### src/rtl/muldiv_sequencer.sv
// Multi-cycle RV32M multiply/divide sequencer: shift-add multiply, restoring divide, sign fix-up.
// Optional MULDIV_EARLY_OUT_EN: zero-operand multiplies skip straight to DONE.
module muldiv_sequencer #(
  parameter int unsigned XLEN = 32,
  parameter int unsigned ITER = 32
) (
  input  logic            clk,
  input  logic            reset,
  input  logic            start,
  input  logic [2:0]      funct3,
  input  logic [XLEN-1:0] src_a,
  input  logic [XLEN-1:0] src_b,
  input  logic            flush,
  output logic            stall,
  output logic            done,
  output logic [XLEN-1:0] result
);

  localparam int unsigned CW = (ITER > 1) ? $clog2(ITER) : 1;
  localparam int unsigned AW = 2 * XLEN;
  localparam logic [XLEN-1:0] SMIN = {1'b1, {(XLEN-1){1'b0}}};
  localparam logic [CW-1:0] LAST = CW'(ITER - 1);

  typedef enum logic [1:0] {
    IDLE = 2'd0,
    RUN  = 2'd1,
    FIX  = 2'd2,
    DONE = 2'd3
  } state_t;

  state_t state, state_n;

  logic [CW-1:0]   cnt;
  logic [2:0]      f3;
  logic [XLEN-1:0] op;
  logic [AW-1:0]   acc;
  logic            neg_q;
  logic            neg_r;
  logic [XLEN-1:0] res_pend;
  logic [XLEN-1:0] res_q;

  logic            is_div;
  logic            signed_a;
  logic            signed_b;
  logic            sa;
  logic            sb;
  logic            b_zero;
  logic            ovf;
  logic            fast;
  logic [XLEN-1:0] fast_res;
  logic [XLEN-1:0] mag_a;
  logic [XLEN-1:0] mag_b;
  logic            accept;

  logic [XLEN:0]   mul_sum;
  logic [XLEN:0]   div_trial;
  logic [AW-1:0]   acc_step;
  logic [AW-1:0]   prod;
  logic [XLEN-1:0] quo;
  logic [XLEN-1:0] rem;
  logic [XLEN-1:0] fix_res;

  // Cycle-0 decode: signedness, magnitudes and fast-path detection
  always_comb begin : decode
    is_div   = funct3[2];
    signed_a = (funct3 == 3'b001) || (funct3 == 3'b010) ||
               (funct3 == 3'b100) || (funct3 == 3'b110);
    signed_b = (funct3 == 3'b001) || (funct3 == 3'b100) || (funct3 == 3'b110);
    sa       = signed_a & src_a[XLEN-1];
    sb       = signed_b & src_b[XLEN-1];
    mag_a    = sa ? -src_a : src_a;
    mag_b    = sb ? -src_b : src_b;
    b_zero   = (src_b == '0);
    ovf      = is_div && !funct3[0] && (src_a == SMIN) && (src_b == '1);
    fast     = 1'b0;
    fast_res = '0;
    if (is_div && b_zero) begin
      fast     = 1'b1;
      fast_res = funct3[1] ? src_a : '1;
    end else if (ovf) begin
      fast     = 1'b1;
      fast_res = funct3[1] ? '0 : SMIN;
    end
`ifdef MULDIV_EARLY_OUT_EN
    else if (!is_div && ((src_a == '0) || (src_b == '0))) begin
      fast     = 1'b1;
      fast_res = '0;
    end
`endif
  end

  // One iteration: acc = {hi, lo}; mul adds into hi and shifts right, div shifts left and trial-subtracts
  always_comb begin : iterate
    mul_sum   = {1'b0, acc[AW-1:XLEN]} + (acc[0] ? {1'b0, op} : '0);
    div_trial = {acc[AW-1:XLEN], acc[XLEN-1]} - {1'b0, op};
    acc_step  = acc;
    if (f3[2]) begin
      if (!div_trial[XLEN]) begin
        acc_step = {div_trial[XLEN-1:0], acc[XLEN-2:0], 1'b1};
      end else begin
        acc_step = {acc[AW-2:XLEN], acc[XLEN-1], acc[XLEN-2:0], 1'b0};
      end
    end else begin
      acc_step = {mul_sum, acc[XLEN-1:1]};
    end
  end

  // Sign correction and hi/lo select
  always_comb begin : fixup
    prod = neg_q ? -acc : acc;
    quo  = acc[XLEN-1:0];
    rem  = acc[AW-1:XLEN];
    case (f3)
      3'b000:                 fix_res = prod[XLEN-1:0];
      3'b001, 3'b010, 3'b011: fix_res = prod[AW-1:XLEN];
      3'b100, 3'b101:         fix_res = neg_q ? -quo : quo;
      default:                fix_res = neg_r ? -rem : rem;
    endcase
  end

  assign accept = (state == IDLE) && start && !flush;

  always_ff @(posedge clk) begin : state_reg
    if (!reset) begin
      state <= IDLE;
    end else begin
      state <= state_n;
    end
  end

  // Next state and outputs; result bypasses the pending value in the done cycle so a flush there leaves it untouched
  always_comb begin : fsm
    state_n = state;
    stall   = 1'b0;
    done    = 1'b0;
    result  = res_q;
    case (state)
      IDLE: begin
        stall = start;
        if (accept) state_n = fast ? DONE : RUN;
      end
      RUN: begin
        stall = 1'b1;
        if (cnt == LAST) state_n = FIX;
      end
      FIX: begin
        stall   = 1'b1;
        state_n = DONE;
      end
      DONE: begin
        done    = !flush;
        state_n = IDLE;
      end
      default: state_n = IDLE;
    endcase
    if (flush && (state != IDLE)) state_n = IDLE;
    if (done) result = res_pend;
  end

  always_ff @(posedge clk) begin : datapath
    if (!reset) begin
      cnt      <= '0;
      f3       <= '0;
      op       <= '0;
      acc      <= '0;
      neg_q    <= 1'b0;
      neg_r    <= 1'b0;
      res_pend <= '0;
      res_q    <= '0;
    end else begin
      case (state)
        IDLE: begin
          if (accept) begin
            f3    <= funct3;
            neg_q <= sa ^ sb;
            neg_r <= sa;
            cnt   <= '0;
            op    <= is_div ? mag_b : mag_a;
            acc   <= {{XLEN{1'b0}}, (is_div ? mag_a : mag_b)};
            if (fast) res_pend <= fast_res;
          end
        end
        RUN: begin
          acc <= acc_step;
          cnt <= cnt + CW'(1);
        end
        FIX:  res_pend <= fix_res;
        DONE: if (!flush) res_q <= res_pend;
        default: ;
      endcase
    end
  end

endmodule

### config.mk
export PLATFORM = sky130hd
export DESIGN_NAME = muldiv_sequencer
export DESIGN_NICKNAME = d
export VERILOG_FILES = /design/src/rtl/muldiv_sequencer.sv
export SDC_FILE = /design/constraint.sdc
export NUM_CORES = 1
export LEC_CHECK = 0
export CORE_MARGIN = 2
export CORE_UTILIZATION = 30
export CTS_CLUSTER_SIZE = 20
export DETAILED_ROUTE_END_ITERATION = 6
export GPL_ROUTABILITY_DRIVEN = 0
export PLACE_DENSITY = 0.51
export SLEW_MARGIN = 20
export SYNTH_ARGS = -nofsm -noshare
export SYNTH_HDL_FRONTEND = slang
export SYNTH_SLANG_ARGS = --single-unit
### constraint.sdc
create_clock -name clk -period 4 [get_ports clk]
set_clock_uncertainty 0.2 [all_clocks]
set_input_delay 0.8 -clock clk [delete_from_list [all_inputs] [get_ports clk]]
set_output_delay 0.8 -clock clk [all_outputs]
set_load 0.05 [all_outputs]
==> impl_metrics.tcl <==
set metrics [dict create \
    vertical_die_dimension_microns 234 \
    clkSlewWorstSetupHoldPaths_ns 0.08 \
    postRouteAntennaNets 0 \
    setup.worst_path.class "reg -> reg" \
    grt_pass1_vias 16300 \
    largest-register "acc" \
    postRouteWirelength_microns 65900 \
    finalNetCount 2477 \
    combined_global_route_utilization_of_all_metal_layers_pct 24.1 \
    fillers 5491 \
    hold_start "op[12]$_SDFFE_PN0P_" \
    vias_per_cell 5.63 \
    timing.critical_path.buf_inv 2 \
    worstSetupStartpointType "register" \
    hpwlAfterDp_microns 52300 \
    dominantRegCellSynth "sky130_fd_sc_hd__dfxtp_1" \
    design.portCount 105 \
    cpMaxStageDelayCell "sky130_fd_sc_hd__dfxtp_1" \
    clock_latency_ns 0.47 \
    worstSetupStartpoint "acc[0]$_SDFFE_PN0P_" \
    critPathMaxFanout 14 \
    cap_viol_max_count 0 \
    port-buffer-count 104 \
    synth_fp_nets 2322 \
    crit_top_cell "sky130_fd_sc_hd__o21ai_0" \
    placeableCoreArea_sq_um 52300 \
    final_design_area_no_fill_sq_um 19600 \
    timing_worst_slew_pin_value_ns 0.860 \
    depth_of_the_worst_register_to_register_path 14 \
    synth_area_sq_um 15800 \
    grt_remaining_overflow 0 \
    worst_hold_path.num_cells 2 \
    area.growth.synth_to_final_pct 23.7 \
    cp_arrival_ns 3.93 \
    timing.final.setup_violations 0 \
    critPathTopFamily "compound AO/OA/AOI/OAI gates" \
    regToRegEndpoint "acc[60]$_SDFFE_PN0P_" \
    worst_hold_path_type "reg -> reg" \
    largest_register_ff_count 64 \
    violated_checks "DRC" \
    p_per_area_nw_per_um2 356 \
    synth_area_per_cell_sq_um 7.28 \
    synth_cell_types 85 \
    period_needed_ns 3.78 \
    period_share_pct 94.4 \
    layout-drive-gt1-share_pct 14.5 \
    first_iter_violations 1572 \
    initial_antenna_violation_count 1 \
    clock_tree.root_cell "sky130_fd_sc_hd__clkbuf_16" \
    tritoncts_clock_tree "built" \
    yosys_warning_count 0 \
    layout.cells.non_filler 3030 \
    worst_ep_required_time_ns 4.16 \
    dieArea_sq_um 54600 \
    r2r-start "acc[0]$_SDFFE_PN0P_" \
    dieWidth_microns 234 \
    h-tree-depth 4 \
    rsz0062_at_grt "no" \
    ys_ff_latch 172 \
    crit_path_end "acc[60]$_SDFFE_PN0P_" \
    tns_ns 0 \
    setup.reg_to_reg.worst_slack_ns 0.22 \
    synth-edff-count 0 \
    dr_total_vias 17100 \
    cts-buffers-inserted 17 \
    postSynthCellCount 2173 \
    end_kind "register" \
    power.ir.vdd_worst_uv 330 \
    timing_max_transition_violations_final 0 \
    cpPeakStageDelay_ns 0.41 \
    avg_wl_per_cell_microns 21.8 \
    remaining_drc_errors 2 \
    timing.max_slew.rel_slack_pct 42.7 \
    placedCellCount 2996 \
    floorplan.initialDensity_pct 30.2 \
    cellLeakagePower_nw 7.75 \
    cts_sinks 172 \
    cell_depth_of_the_worst_setup_path 14 \
    status "finished with violations" \
    detailed_place.area_sq_um 19000 \
    global_route_wire_length_before_repair_microns 100000 \
    cp_cell_sequence "clkinvlp_4, buf_12, nor2_1, ha_1, a21oi_1, o21ai_0, nand2b_1, o21ai_0, a41oi_1, a21o_1, a41oi_1, xnor2_1, a22oi_1, o21ai_0" \
    synth_async_sr_flop_share_pct 0 \
    clock_tree.buffer_depth 2 \
    pin_count_of_the_biggest_net_entering_global_routing 64 \
    hold_viol 0 \
    max_frequency_ghz 0.265 \
    synth_seq_area_share_pct 21.8 \
    detailedRoute.firstPassIterationCount 7 \
    fp-row-count 84 \
]
-- stage by stage --
step                hold WS, ns  total power, mW  setup slack (ns)  utilization, %
floorplan                 0.229             4.01             0.544               -
global route              0.282             7.35            0.0355            37.4
detailed placement        0.248             5.20            0.0840            36.2
global placement          0.244             5.17            0.0200            36.2
CTS                       0.255             6.95            0.0811            37.3
finish                    0.255             6.98             0.224            37.4
-- worst min path at each step --
stage	to	slack, ns
global placement	op[5]$_SDFFE_PN0P_	0.24
CTS	op[12]$_SDFFE_PN0P_	0.26
global route	op[11]$_SDFFE_PN0P_	0.28
floorplan	res_pend[29]$_SDFFE_PN0P_	0.23
finish	op[12]$_SDFFE_PN0P_	0.25
detailed placement	op[12]$_SDFFE_PN0P_	0.25
-- placed cells by master, fill, tap and decap left out, types with 20 or more instances in the layout --
master / synthesis / routed
sky130_fd_sc_hd__nor2_1: 205 / 203
sky130_fd_sc_hd__nand4_1: 21 / 21
sky130_fd_sc_hd__nand2b_1: 20 / 20
sky130_fd_sc_hd__and2_1: 45 / 45
sky130_fd_sc_hd__o31ai_1: 30 / 29
sky130_fd_sc_hd__a211oi_1: 39 / 39
sky130_fd_sc_hd__buf_12: 0 / 41
sky130_fd_sc_hd__dfxtp_1: 172 / 170
sky130_fd_sc_hd__o21ai_0: 192 / 192
sky130_fd_sc_hd__nand2_1: 207 / 207
sky130_fd_sc_hd__a21o_1: 33 / 33
sky130_fd_sc_hd__a22oi_1: 24 / 24
sky130_fd_sc_hd__mux2i_1: 63 / 63
sky130_fd_sc_hd__nor3_1: 51 / 50
sky130_fd_sc_hd__ha_1: 76 / 75
sky130_fd_sc_hd__buf_4: 2 / 183
sky130_fd_sc_hd__nand3_1: 38 / 38
sky130_fd_sc_hd__o211ai_1: 35 / 35
sky130_fd_sc_hd__inv_1: 75 / 74
sky130_fd_sc_hd__mux2_2: 41 / 41
sky130_fd_sc_hd__xor2_1: 87 / 87
sky130_fd_sc_hd__xnor2_1: 99 / 98
sky130_fd_sc_hd__a21oi_1: 195 / 193
sky130_fd_sc_hd__clkdlybuf4s50_1: 0 / 69
-- synthesized netlist by cell type (8+ instances only) --
library cell,instances,area share (%)
sky130_fd_sc_hd__nand2_1,207,4.9
sky130_fd_sc_hd__nor2_1,205,4.9
sky130_fd_sc_hd__a21oi_1,195,6.2
sky130_fd_sc_hd__o21ai_0,192,6.1
sky130_fd_sc_hd__dfxtp_1,172,22
sky130_fd_sc_hd__clkbuf_1,131,3.1
sky130_fd_sc_hd__xnor2_1,99,5.5
sky130_fd_sc_hd__xor2_1,87,4.8
sky130_fd_sc_hd__ha_1,76,6.0
sky130_fd_sc_hd__inv_1,75,1.8
sky130_fd_sc_hd__mux2i_1,63,4.0
sky130_fd_sc_hd__nor3_1,51,1.6
sky130_fd_sc_hd__and2_1,45,1.8
sky130_fd_sc_hd__mux2_2,41,2.9
sky130_fd_sc_hd__a211oi_1,39,1.9
sky130_fd_sc_hd__nand3_1,38,1.2
sky130_fd_sc_hd__o211ai_1,35,1.7
sky130_fd_sc_hd__a21o_1,33,1.6
sky130_fd_sc_hd__o31ai_1,30,1.4
sky130_fd_sc_hd__a22oi_1,24,1.1
sky130_fd_sc_hd__nand4_1,21,0.83
sky130_fd_sc_hd__nand2b_1,20,0.79
sky130_fd_sc_hd__a31oi_1,19,0.75
sky130_fd_sc_hd__o22ai_1,19,0.75
sky130_fd_sc_hd__nor4_1,17,0.67
sky130_fd_sc_hd__nor2b_1,16,0.63
sky130_fd_sc_hd__o21a_1,16,0.76
sky130_fd_sc_hd__buf_2,13,0.41
sky130_fd_sc_hd__buf_1,12,0.28
sky130_fd_sc_hd__a221oi_1,10,0.55
sky130_fd_sc_hd__and3_1,10,0.40
sky130_fd_sc_hd__o41ai_1,10,0.55
sky130_fd_sc_hd__a311oi_1,9,0.50
sky130_fd_sc_hd__or3_1,9,0.36
sky130_fd_sc_hd__or4_1,9,0.43
sky130_fd_sc_hd__a221o_1,8,0.51
sky130_fd_sc_hd__o21ai_1,8,0.25
-- cell type report --
| cell class | instances | area [sq um] | share of cell area (%) |
|---|---|---|---|
| Antenna cell | 1 | 2.50 | 0.0128 |
| Clock buffer | 19 | 433 | 2.21 |
| Clock inverter | 13 | 149 | 0.761 |
| Inverter | 78 | 297 | 1.52 |
| Multi-Input combinational cell | 1764 | 11500 | 58.7 |
| Sequential cell | 172 | 3450 | 17.6 |
| Tap cell | 688 | 861 | 4.40 |
| Timing Repair Buffer | 295 | 2900 | 14.8 |
-- timing repair --
action,4_1_cts,5_1_grt
setup buffers,0,1
hold buffers,0,0
endpoints found under the setup margin,0,5
gates resized for setup,0,4
-- worst register-to-register path, delay by kind of cell (launching register included) --
family | cells | cell delay, ns
compound gates | 8 | 1.99
fa+ha+maj | 1 | 0.30
flops | 1 | 0.41
simple gates | 2 | 0.35
xor+xnor | 1 | 0.12
buf+inv | 2 | 0.29
-- logic make-up (layout without fill, tap and decap cells) --
logic type	Yosys count	after routing	synth area share [%]
compound gates	714	714	28.4
simple gates	682	682	20.5
buf+inv	237	405	5.82
xor+xnor	186	186	10.3
flops	172	172	21.8
mux	104	104	6.91
fa+ha+maj	78	78	6.26
other cells	0	1	0
-- layer usage --
layer	track usage (%)	share of wire (%)	vias to the layer above
li1	-	-	8140
met1	32.6	44	8126
met2	38.6	45	694
met3	2.65	6.9	108
met4	10.1	3.9	0
met5	0	0	-
-- power breakdown --
| group | internal (mW) | leakage (nW) | switching [mW] |
|---|---|---|---|
| combinational | 1.22 | 6.07 | 1.93 |
| clock | 0.888 | 0.282 | 0.858 |
| sequential | 1.86 | 1.40 | 0.221 |
Power figures use the tool's default switching activity.
